`src/rtl/iterative_alu.sv`:
```
// Handshaked EX-stage ALU. Logic, add/sub, compare and shift ops finish in one
// cycle. MUL/MULHU (shift-add) and DIVU/REMU (restoring division) take WIDTH
// iteration cycles. A single 2*WIDTH product/remainder register is shared by
// both iterative units.
module iterative_alu #(
    parameter int WIDTH   = 32,
    parameter int SHAMT_W = $clog2(WIDTH)
) (
    input  logic               clk,
    input  logic               rst_n,
    input  logic               flush,
    input  logic               in_valid,
    output logic               in_ready,
    input  logic [WIDTH-1:0]   A,
    input  logic [WIDTH-1:0]   B,
    input  logic [SHAMT_W-1:0] shamt,
    input  logic [3:0]         ALU_operation,
    output logic               out_valid,
    input  logic               out_ready,
    output logic [WIDTH-1:0]   res,
    output logic               zero,
    output logic               carry,
    output logic               overflow,
    output logic               div_by_zero
);

    localparam logic [3:0] OP_AND   = 4'h0;
    localparam logic [3:0] OP_OR    = 4'h1;
    localparam logic [3:0] OP_ADD   = 4'h2;
    localparam logic [3:0] OP_XOR   = 4'h3;
    localparam logic [3:0] OP_NOR   = 4'h4;
    localparam logic [3:0] OP_SRL   = 4'h5;
    localparam logic [3:0] OP_SUB   = 4'h6;
    localparam logic [3:0] OP_SLTU  = 4'h7;
    localparam logic [3:0] OP_SLT   = 4'h8;
    localparam logic [3:0] OP_SLL   = 4'h9;
    localparam logic [3:0] OP_SRA   = 4'hA;
    localparam logic [3:0] OP_MUL   = 4'hB;
    localparam logic [3:0] OP_MULHU = 4'hC;
    localparam logic [3:0] OP_DIVU  = 4'hD;
    localparam logic [3:0] OP_REMU  = 4'hE;

    localparam logic [SHAMT_W-1:0] CNT_LAST = SHAMT_W'(WIDTH - 1);

    typedef enum logic [1:0] {
        IDLE = 2'd0,
        BUSY = 2'd1,
        DONE = 2'd2
    } state_t;

    state_t               state_reg, state_next;
    logic [3:0]           op_reg;
    logic [WIDTH-1:0]     mcand_reg;      // multiplicand (MUL) or divisor (DIV)
    logic [2*WIDTH-1:0]   prod_reg;       // {hi, lo}: product, or {remainder, quotient}
    logic [2*WIDTH-1:0]   prod_next;
    logic [SHAMT_W-1:0]   cnt_reg;
    logic [WIDTH-1:0]     res_reg;
    logic                 carry_reg;
    logic                 overflow_reg;
    logic                 dbz_reg;

    logic                 accept;
    logic                 accept_iter;
    logic                 accept_mul;
    logic                 accept_div;
    logic                 op_is_mul;
    logic                 cnt_last;

    logic [WIDTH:0]       sum_ext;
    logic [WIDTH-1:0]     diff;
    logic [WIDTH-1:0]     single_res;
    logic                 single_carry;
    logic                 single_ovf;

    logic [WIDTH:0]       mul_sum;
    logic [WIDTH:0]       div_shift;
    logic                 div_ge;
    logic [WIDTH-1:0]     div_trial;
    logic [WIDTH-1:0]     rem_next;
    logic [WIDTH-1:0]     iter_res;

    // flush suppresses an accept even when in_valid is high in IDLE
    assign in_ready    = (state_reg == IDLE);
    assign accept      = in_valid && in_ready && !flush;
    assign accept_mul  = (ALU_operation == OP_MUL)  || (ALU_operation == OP_MULHU);
    assign accept_div  = (ALU_operation == OP_DIVU) || (ALU_operation == OP_REMU);
    assign accept_iter = accept_mul || accept_div;
    assign op_is_mul   = (op_reg == OP_MUL) || (op_reg == OP_MULHU);
    assign cnt_last    = (cnt_reg == CNT_LAST);

    assign out_valid   = (state_reg == DONE);
    assign res         = res_reg;
    assign zero        = out_valid && (res_reg == '0);
    assign carry       = carry_reg;
    assign overflow    = overflow_reg;
    assign div_by_zero = dbz_reg;

    // Single-cycle result and flags straight from the input operands
    always_comb begin
        sum_ext      = {1'b0, A} + {1'b0, B};
        diff         = A - B;
        single_res   = '0;
        single_carry = 1'b0;
        single_ovf   = 1'b0;
        case (ALU_operation)
            OP_AND:  single_res = A & B;
            OP_OR:   single_res = A | B;
            OP_XOR:  single_res = A ^ B;
            OP_NOR:  single_res = ~(A | B);
            OP_ADD: begin
                single_res   = sum_ext[WIDTH-1:0];
                single_carry = sum_ext[WIDTH];
                single_ovf   = (A[WIDTH-1] == B[WIDTH-1]) && (sum_ext[WIDTH-1] != A[WIDTH-1]);
            end
            OP_SUB: begin
                single_res   = diff;
                single_carry = (A < B);
                single_ovf   = (A[WIDTH-1] != B[WIDTH-1]) && (diff[WIDTH-1] != A[WIDTH-1]);
            end
            OP_SLTU: single_res = {{(WIDTH-1){1'b0}}, (A < B)};
            OP_SLT:  single_res = {{(WIDTH-1){1'b0}}, ($signed(A) < $signed(B))};
            OP_SRL:  single_res = B >> shamt;
            OP_SLL:  single_res = B << shamt;
            OP_SRA:  single_res = $unsigned($signed(B) >>> shamt);
            default: single_res = '0;   // iterative ops and reserved opcode
        endcase
    end

    // One iteration step of the shift-add multiplier or restoring divider
    always_comb begin
        mul_sum   = {1'b0, prod_reg[2*WIDTH-1:WIDTH]}
                  + (prod_reg[0] ? {1'b0, mcand_reg} : {(WIDTH+1){1'b0}});
        div_shift = prod_reg[2*WIDTH-1:WIDTH-1];
        div_ge    = (div_shift >= {1'b0, mcand_reg});
        // when div_ge holds the difference is below the divisor, so WIDTH bits suffice
        div_trial = div_shift[WIDTH-1:0] - mcand_reg;
        rem_next  = div_ge ? div_trial : div_shift[WIDTH-1:0];
        if (op_is_mul) begin
            prod_next = {mul_sum, prod_reg[WIDTH-1:1]};
        end else begin
            prod_next = {rem_next, prod_reg[WIDTH-2:0], div_ge};
        end
        // MULHU and REMU read the high half, MUL and DIVU the low half
        if ((op_reg == OP_MULHU) || (op_reg == OP_REMU)) begin
            iter_res = prod_next[2*WIDTH-1:WIDTH];
        end else begin
            iter_res = prod_next[WIDTH-1:0];
        end
    end

    // Next-state logic; flush overrides every transition
    always_comb begin
        state_next = state_reg;
        case (state_reg)
            IDLE: if (accept) state_next = accept_iter ? BUSY : DONE;
            BUSY: if (cnt_last) state_next = DONE;
            DONE: if (out_ready) state_next = IDLE;
            default: state_next = IDLE;
        endcase
        if (flush) begin
            state_next = IDLE;
        end
    end

    // State register
    always_ff @(posedge clk) begin
        if (!rst_n) begin
            state_reg <= IDLE;
        end else begin
            state_reg <= state_next;
        end
    end

    // Operand capture, iteration and result/flag registers
    always_ff @(posedge clk) begin
        if (!rst_n) begin
            op_reg       <= '0;
            mcand_reg    <= '0;
            prod_reg     <= '0;
            cnt_reg      <= '0;
            res_reg      <= '0;
            carry_reg    <= 1'b0;
            overflow_reg <= 1'b0;
            dbz_reg      <= 1'b0;
        end else if (accept) begin
            op_reg       <= ALU_operation;
            cnt_reg      <= '0;
            mcand_reg    <= accept_mul ? A : B;
            prod_reg     <= {{WIDTH{1'b0}}, (accept_mul ? B : A)};
            res_reg      <= single_res;
            carry_reg    <= single_carry;
            overflow_reg <= single_ovf;
            dbz_reg      <= accept_div && (B == '0);
        end else if (state_reg == BUSY) begin
            prod_reg <= prod_next;
            cnt_reg  <= cnt_reg + 1'b1;
            if (cnt_last) begin
                res_reg <= iter_res;
            end
        end
    end

endmodule
```
`config.mk`:
```
export PLATFORM = sky130hd
export DESIGN_NAME = iterative_alu
export DESIGN_NICKNAME = d
export VERILOG_FILES = /design/src/rtl/iterative_alu.sv
export SDC_FILE = /design/constraint.sdc
export NUM_CORES = 1
export LEC_CHECK = 0
export CELL_PAD_IN_SITES_DETAIL_PLACEMENT = 0
export CELL_PAD_IN_SITES_GLOBAL_PLACEMENT = 2
export CORE_ASPECT_RATIO = 0.8
export CORE_MARGIN = 2
export CORE_UTILIZATION = 30
export DETAILED_ROUTE_END_ITERATION = 6
export PLACE_DENSITY_LB_ADDON = 0.1
export SYNTH_ARGS = -nofsm -noshare
export SYNTH_HDL_FRONTEND = slang
export SYNTH_SLANG_ARGS = --single-unit
```
`constraint.sdc`:
```
create_clock -name clk -period 6.8 [get_ports clk]
set_input_delay 1.36 -clock clk [delete_from_list [all_inputs] [get_ports clk]]
set_output_delay 1.36 -clock clk [all_outputs]
set_load 0.01 [all_outputs]
```
=== Yosys cells after proc, flatten, opt, wreduce, memory -nomap -nowiden ===
Index checks and enable logic that the tools add are counted.

* Shift-type cells: 3
* Bitwise logic cells: 5
* Order comparisons: 3
* Eq/ne operators: 27
* Reduce and logical (&&, ||, !) cells: 22
* Add/sub/neg operators: 5
* Muxes and demuxes: 19

{| class="wikitable"
|+ Operators by type and width
! kind !! count
|-
| 32-bit one-hot mux with 11 select lines || 1
|-
| 32-bit two-way mux || 10
|-
| 32-bit by 32-bit adder with 33-bit output || 2
|-
| 32-bit zero test || 2
|-
| 32-bit less-than comparator || 2
|-
| 64-bit two-way mux || 1
|-
| 32-bit subtractor || 2
|-
| 4-bit equality test (second input constant) || 10
|-
| 33-bit by 32-bit >= comparator with 1-bit output || 1
|-
| 32-bit bitwise AND || 1
|-
| 32-bit NOT || 1
|-
| 32-bit OR || 1
|-
| 32-bit by 5-bit << shifter with 32-bit output || 1
|-
| 32-bit by 5-bit >> shifter with 32-bit output || 1
|-
| 32-bit by 5-bit >>> shifter with 32-bit output || 1
|-
| 32-bit bitwise XOR || 1
|-
| 4-bit by 3-bit equality test with 1-bit output (second input constant) || 4
|-
| 4-bit by 2-bit equality test with 1-bit output (second input constant) || 2
|-
| 2-bit two-way mux || 4
|-
| 1-bit logical AND || 6
|-
| 2-bit one-hot mux with 3 select lines || 1
|-
| 5-bit by 1-bit adder with 5-bit output (second input constant) || 1
|-
| 5-bit equality test (second input constant) || 1
|-
| 1-bit logical OR || 5
|-
| 16 further kinds || 22
|}

* Logic and storage cells: 94
* Output and inout bits: 38
* Flip-flop bits (word level): 142
* Input port bits: 78

=== Longest topological paths before layout ===
* Depth after elaboration: 7
* Gate-level depth with buffers: 16
* Gate-level depth less buffers: 14

=== Least setup slack after synthesis ===
No wires, ideal clock.

* Path type: input to register
* Start: in B[4]
* End: reg res_reg[28], in the netlist res[28]
* Stages on the path: 14
* Slack: 2.709 ns
* Setup time: 0.125 ns
* Path buffers: 2
* Data required time: 6.675 ns
* Arrival time: 3.966 ns
* Path through: clkbuf_1 inv_1 ha_1 buf_2 a21oi_2 o211a_1 o22ai_1 a221oi_2 o21ai_1 a41oi_2 o21bai_1 a311o_1 o31ai_1 a21oi_1

* Cells in the longest elaborated chain, start to end: 3
* Elaborated cells between the ends (all ways): 7
* Classes of those cells: 2 x add/sub; 3 x shift; 2 x mux

{| class="wikitable"
|+ RTL lines
! element !! RTL line !! source
|-
| start, declared || 15 || <nowiki>input logic [WIDTH-1:0] B,</nowiki>
|-
| 32-bit subtractor, or another cell as far along || 101 || <nowiki>diff = A - B;</nowiki>
|-
| 32-bit one-hot mux with 11 select lines (*) || 105 || <nowiki>case (ALU_operation)</nowiki>
|-
| 32-bit two-way mux (*) || 185 || <nowiki>end else if (accept) begin</nowiki>
|-
| end signal, assigned || 190 || <nowiki>res_reg <= single_res;</nowiki>
|-
| end signal, assigned || 198 || <nowiki>res_reg <= iter_res;</nowiki>
|-
| end, declared || 57 || <nowiki>logic [WIDTH-1:0] res_reg;</nowiki>
|}

Mark *: on every way between the ends. The rest lies on a longest branch, timed or not.
A chain may end at the register's enable or synchronous reset.

=== Final worst setup path ===
* Start: in B[20]
* End: reg res_reg[25], in the netlist res[25]

The elaborated chain is that of the path after synthesis.

==> results.yml <==
timing:
  clock.fmax_mhz: 180.6
  timing.slew.headroom: 0.1109
  fin_ws_ps: 1264
  rsz0062_at_grt: "no"
  finalCriticalPeriod_ps: 5536
  hold_ws_ps: 461.8
  finClkSkew_ps: 10.05
  hold_violations: 0
  fin_setup_tns_ps: 0
  tightest_slew_ps: 1322
  final_max_slew_viol_count: 0
  finalSetupViolCount: 0
  period_share: 0.8141
power:
  seq_power_share: 0.267
  switching_share: 0.4177
  p_total_uw: 3515
  cellPowerDensity_mw_per_mm2: 152.5
  p_switching_uw: 1468
  p_leak_uw: 0.009634
  pwr-share-comb: 0.417
  vdd_ir_drop_max_v: 0.0001888
  p_int_uw: 2047
  clkPwrFrac: 0.316
cts:
  clock_sinks: 142
  numCtsBuffers: 17
  clockBufferDepth: 2
  cts.reportedPaths.clkPinSlew_ps: 70
  post_cts_buffers: 0
  cts_root_buffer: "clkbuf_16"
  cts_resized: 0
  cts.hold.buffers_added: 0
  cts_max_level: 4
  tritoncts: "done"
  clk_latency_ps: 460
outcome:
  status: "finished, final reports clean"
drt:
  ant_nets: 0
  firstDrtPassIters: 6
  route.detailed.drc: 0
  wl_per_cell_um: 29.67
  via_per_inst: 6.054
  routed_wl_um: 112600
  vias: 22968
  drt_iter0_drc: 2588
grt:
  grt_first_pass_wirelength_um: 160500
  antenna_found_initial: 3
  grt_usage: 0.3129
  grt_max_degree: 119
  overflow: 0
  grt_pass1_vias: 21491
setup_path:
  crit_required_ps: 7130
  timing.rr.end: "res[0]"
  ff2ff_path_depth: 12
  worst_path_largest_cell_delay_ps: 970
  worst-setup-path-type: "in -> reg"
  critPathMaxFanout: 9
  crit_start: "B[20]"
  crit_path_end: "res[25]"
  crit_chain: "clkdlybuf4s50_1 > inv_1 > ha_1 > nor4_1 > nand2_1 > a211o_1 > o21ai_0 > a21boi_0 > a221oi_1 > o2111ai_1 > a22oi_1 > o21ai_0"
  r2r-start: "mcand_reg[4]"
  cp.arrival_ps: 5870
  critPathCaptureType: "flip-flop"
  cpMostUsedCell: "o21ai_0"
  cp-start-kind: "primary input"
  slowest_stage: "clkdlybuf4s50_1"
  rrSetupSlack_ps: 2420
synth:
  synth_seq_area_share: 0.1386
  syn_inst: 2899
  synth_edf_count: 0
  synth_flop_cell: "dfxtp_1"
  yosysUniqueCellTypes: 103
  avgSynthCellArea_sq_um: 7.076
  syn-num-nets: 3148
  netlist_area_sq_mm: 0.02051
  yosysWarnings: 0
  async_reset_ff_frac: 0
  synth-seq-cells: 142
layout:
  final_nets: 3116
  layout-drive-gt1-share: 0.08021
  n_fill_cell: 7366
  design_area_sq_mm: 0.02305
  syn_to_final_growth_pct: 12.39
  largest_reg_flops: 64
floorplanning:
  die-area_sq_mm: 0.07050
  die_w_um: 296.4
  initial_core_util: 0.3042
  die_y_um: 237.9
  num_rows: 85
  core_sq_mm: 0.06743
  ioPinCount: 116
place:
  place_hpwl_um: 88760
  gp_congestion: 0.9923
  io_buffer_count: 115
  pre_cts_slack_ps: 1071
  place_area_sq_mm: 0.02237
job:
  cap_violations: 0
min_path:
  hold_class: "reg -> reg"
## layer usage
metal / wire length, um / up-vias / track usage
met3: 9529 / 82 / 0.07908
met4: 2141 / 0 / 0.06030
met1: 55160 / 11301 / 0.4690
met5: 0 / - / 0
met2: 45740 / 976 / 0.4461
li1: - / 10609 / -
## how the worst min path moves through the flow
stage	depth (start not counted)	endpoint	start	slack (ps)
after detailed placement	2	cnt_reg[4]	cnt_reg[4]	450
after CTS	2	cnt_reg[4]	cnt_reg[4]	460
after global routing	2	cnt_reg[4]	cnt_reg[4]	490
after floorplan	2	cnt_reg[4]	cnt_reg[4]	440
after global placement	2	cnt_reg[4]	cnt_reg[4]	450
final	2	cnt_reg[4]	cnt_reg[4]	460
## through the flow
stage,cells,util
floorplan,2899,-
global placement,3760,0.3318
detailed placement,3760,0.3318
CTS,3792,0.3417
global route,3793,0.3419
finish,3794,0.3419
## worst max-delay path, delay by kind of cell
| kind | cells | cell delay [ps] |
|---|---|---|
| buf+inv | 2 | 1320 |
| simple gates | 2 | 930 |
| compound gates | 7 | 1700 |
| fa+ha+maj | 1 | 540 |
## cell usage in the layout, fill, tap and decap left out, types with 16 or more instances in the layout
cell	synthesis	layout
mux4_2	32	32
xor2_1	30	30
ha_1	167	167
a211oi_1	50	50
inv_1	150	150
nor4_1	29	27
dfxtp_1	142	142
clkdlybuf4s50_1	0	109
a21o_1	61	61
a22oi_1	18	18
nor3_1	49	47
xnor2_1	38	38
nor2b_1	22	21
o21ai_0	183	182
and2_1	47	47
o21a_1	30	30
nand3_1	55	55
nand2b_1	17	16
nor2_1	229	227
o21bai_1	20	20
buf_4	6	68
clkbuf_16	0	17
nand2_1	345	342
a221oi_1	24	24
a31oi_1	30	30
and3_1	37	37
o31ai_1	21	21
o211a_1	35	35
mux2i_1	95	95
o22ai_1	18	18
mux2_2	22	22
nand4_1	22	22
o211ai_1	111	111
a21oi_1	299	298
## synthesized netlist by cell type, drive strengths merged (20+ instances only)
cell	instances	area, sq um
ha	167	2090
nor2b	22	137.6
o211a	35	350.3
and3	37	231.5
nor4	29	181.4
nor2	231	882.1
xnor2	38	332.8
dfxtp	142	2843
o21a	30	225.2
a31oi	34	246.5
and2	51	319.0
buf	68	369.1
xor2	30	262.8
o21bai	20	150.1
mux2i	95	950.9
a21oi	303	1531
a211oi	50	375.4
nand3	55	275.3
mux2	23	259.0
o31ai	21	157.7
a221oi	28	270.3
a21o	61	457.9
clkbuf	166	624.3
nor3	50	255.3
nand4	22	137.6
mux4	32	720.7
inv	152	570.6
nand2	349	1330
o211ai	113	858.3
o21ai	197	989.7
## logic make-up (layout without fill, tap and decap cells)
group | after synthesis | in the layout | synth area share
fa+ha+maj | 171 | 171 | 0.1058
flops | 142 | 142 | 0.1386
compound gates | 1060 | 1060 | 0.3456
xor+xnor | 68 | 68 | 0.02903
mux | 150 | 150 | 0.09412
buf+inv | 387 | 368 | 0.07643
simple gates | 921 | 921 | 0.2104
other cells | 0 | 1 | 0
## layout make-up
cell class	instances	area [sq um]	area share
multi-input combinational	2370	16180	0.7017
clock inverter	14	227.7	0.009877
timing repair buffer	183	1649	0.07153
inverter	153	574.3	0.02491
antenna	1	2.502	0.0001085
sequential	142	2843	0.1233
tap	913	1142	0.04955
clock buffer	18	439.2	0.01905
## power by group through the flow
stage / logic, uW / clock network [uW] / registers [uW]
after CTS: 1430 / 1130 / 936
after floorplan: 882 / 0 / 930
after detailed placement: 1420 / 0 / 955
final: 1470 / 1110 / 937
after global routing: 1560 / 1160 / 941
after global placement: 1430 / 0 / 955
Note: power is estimated with default switching activity, not from simulation.
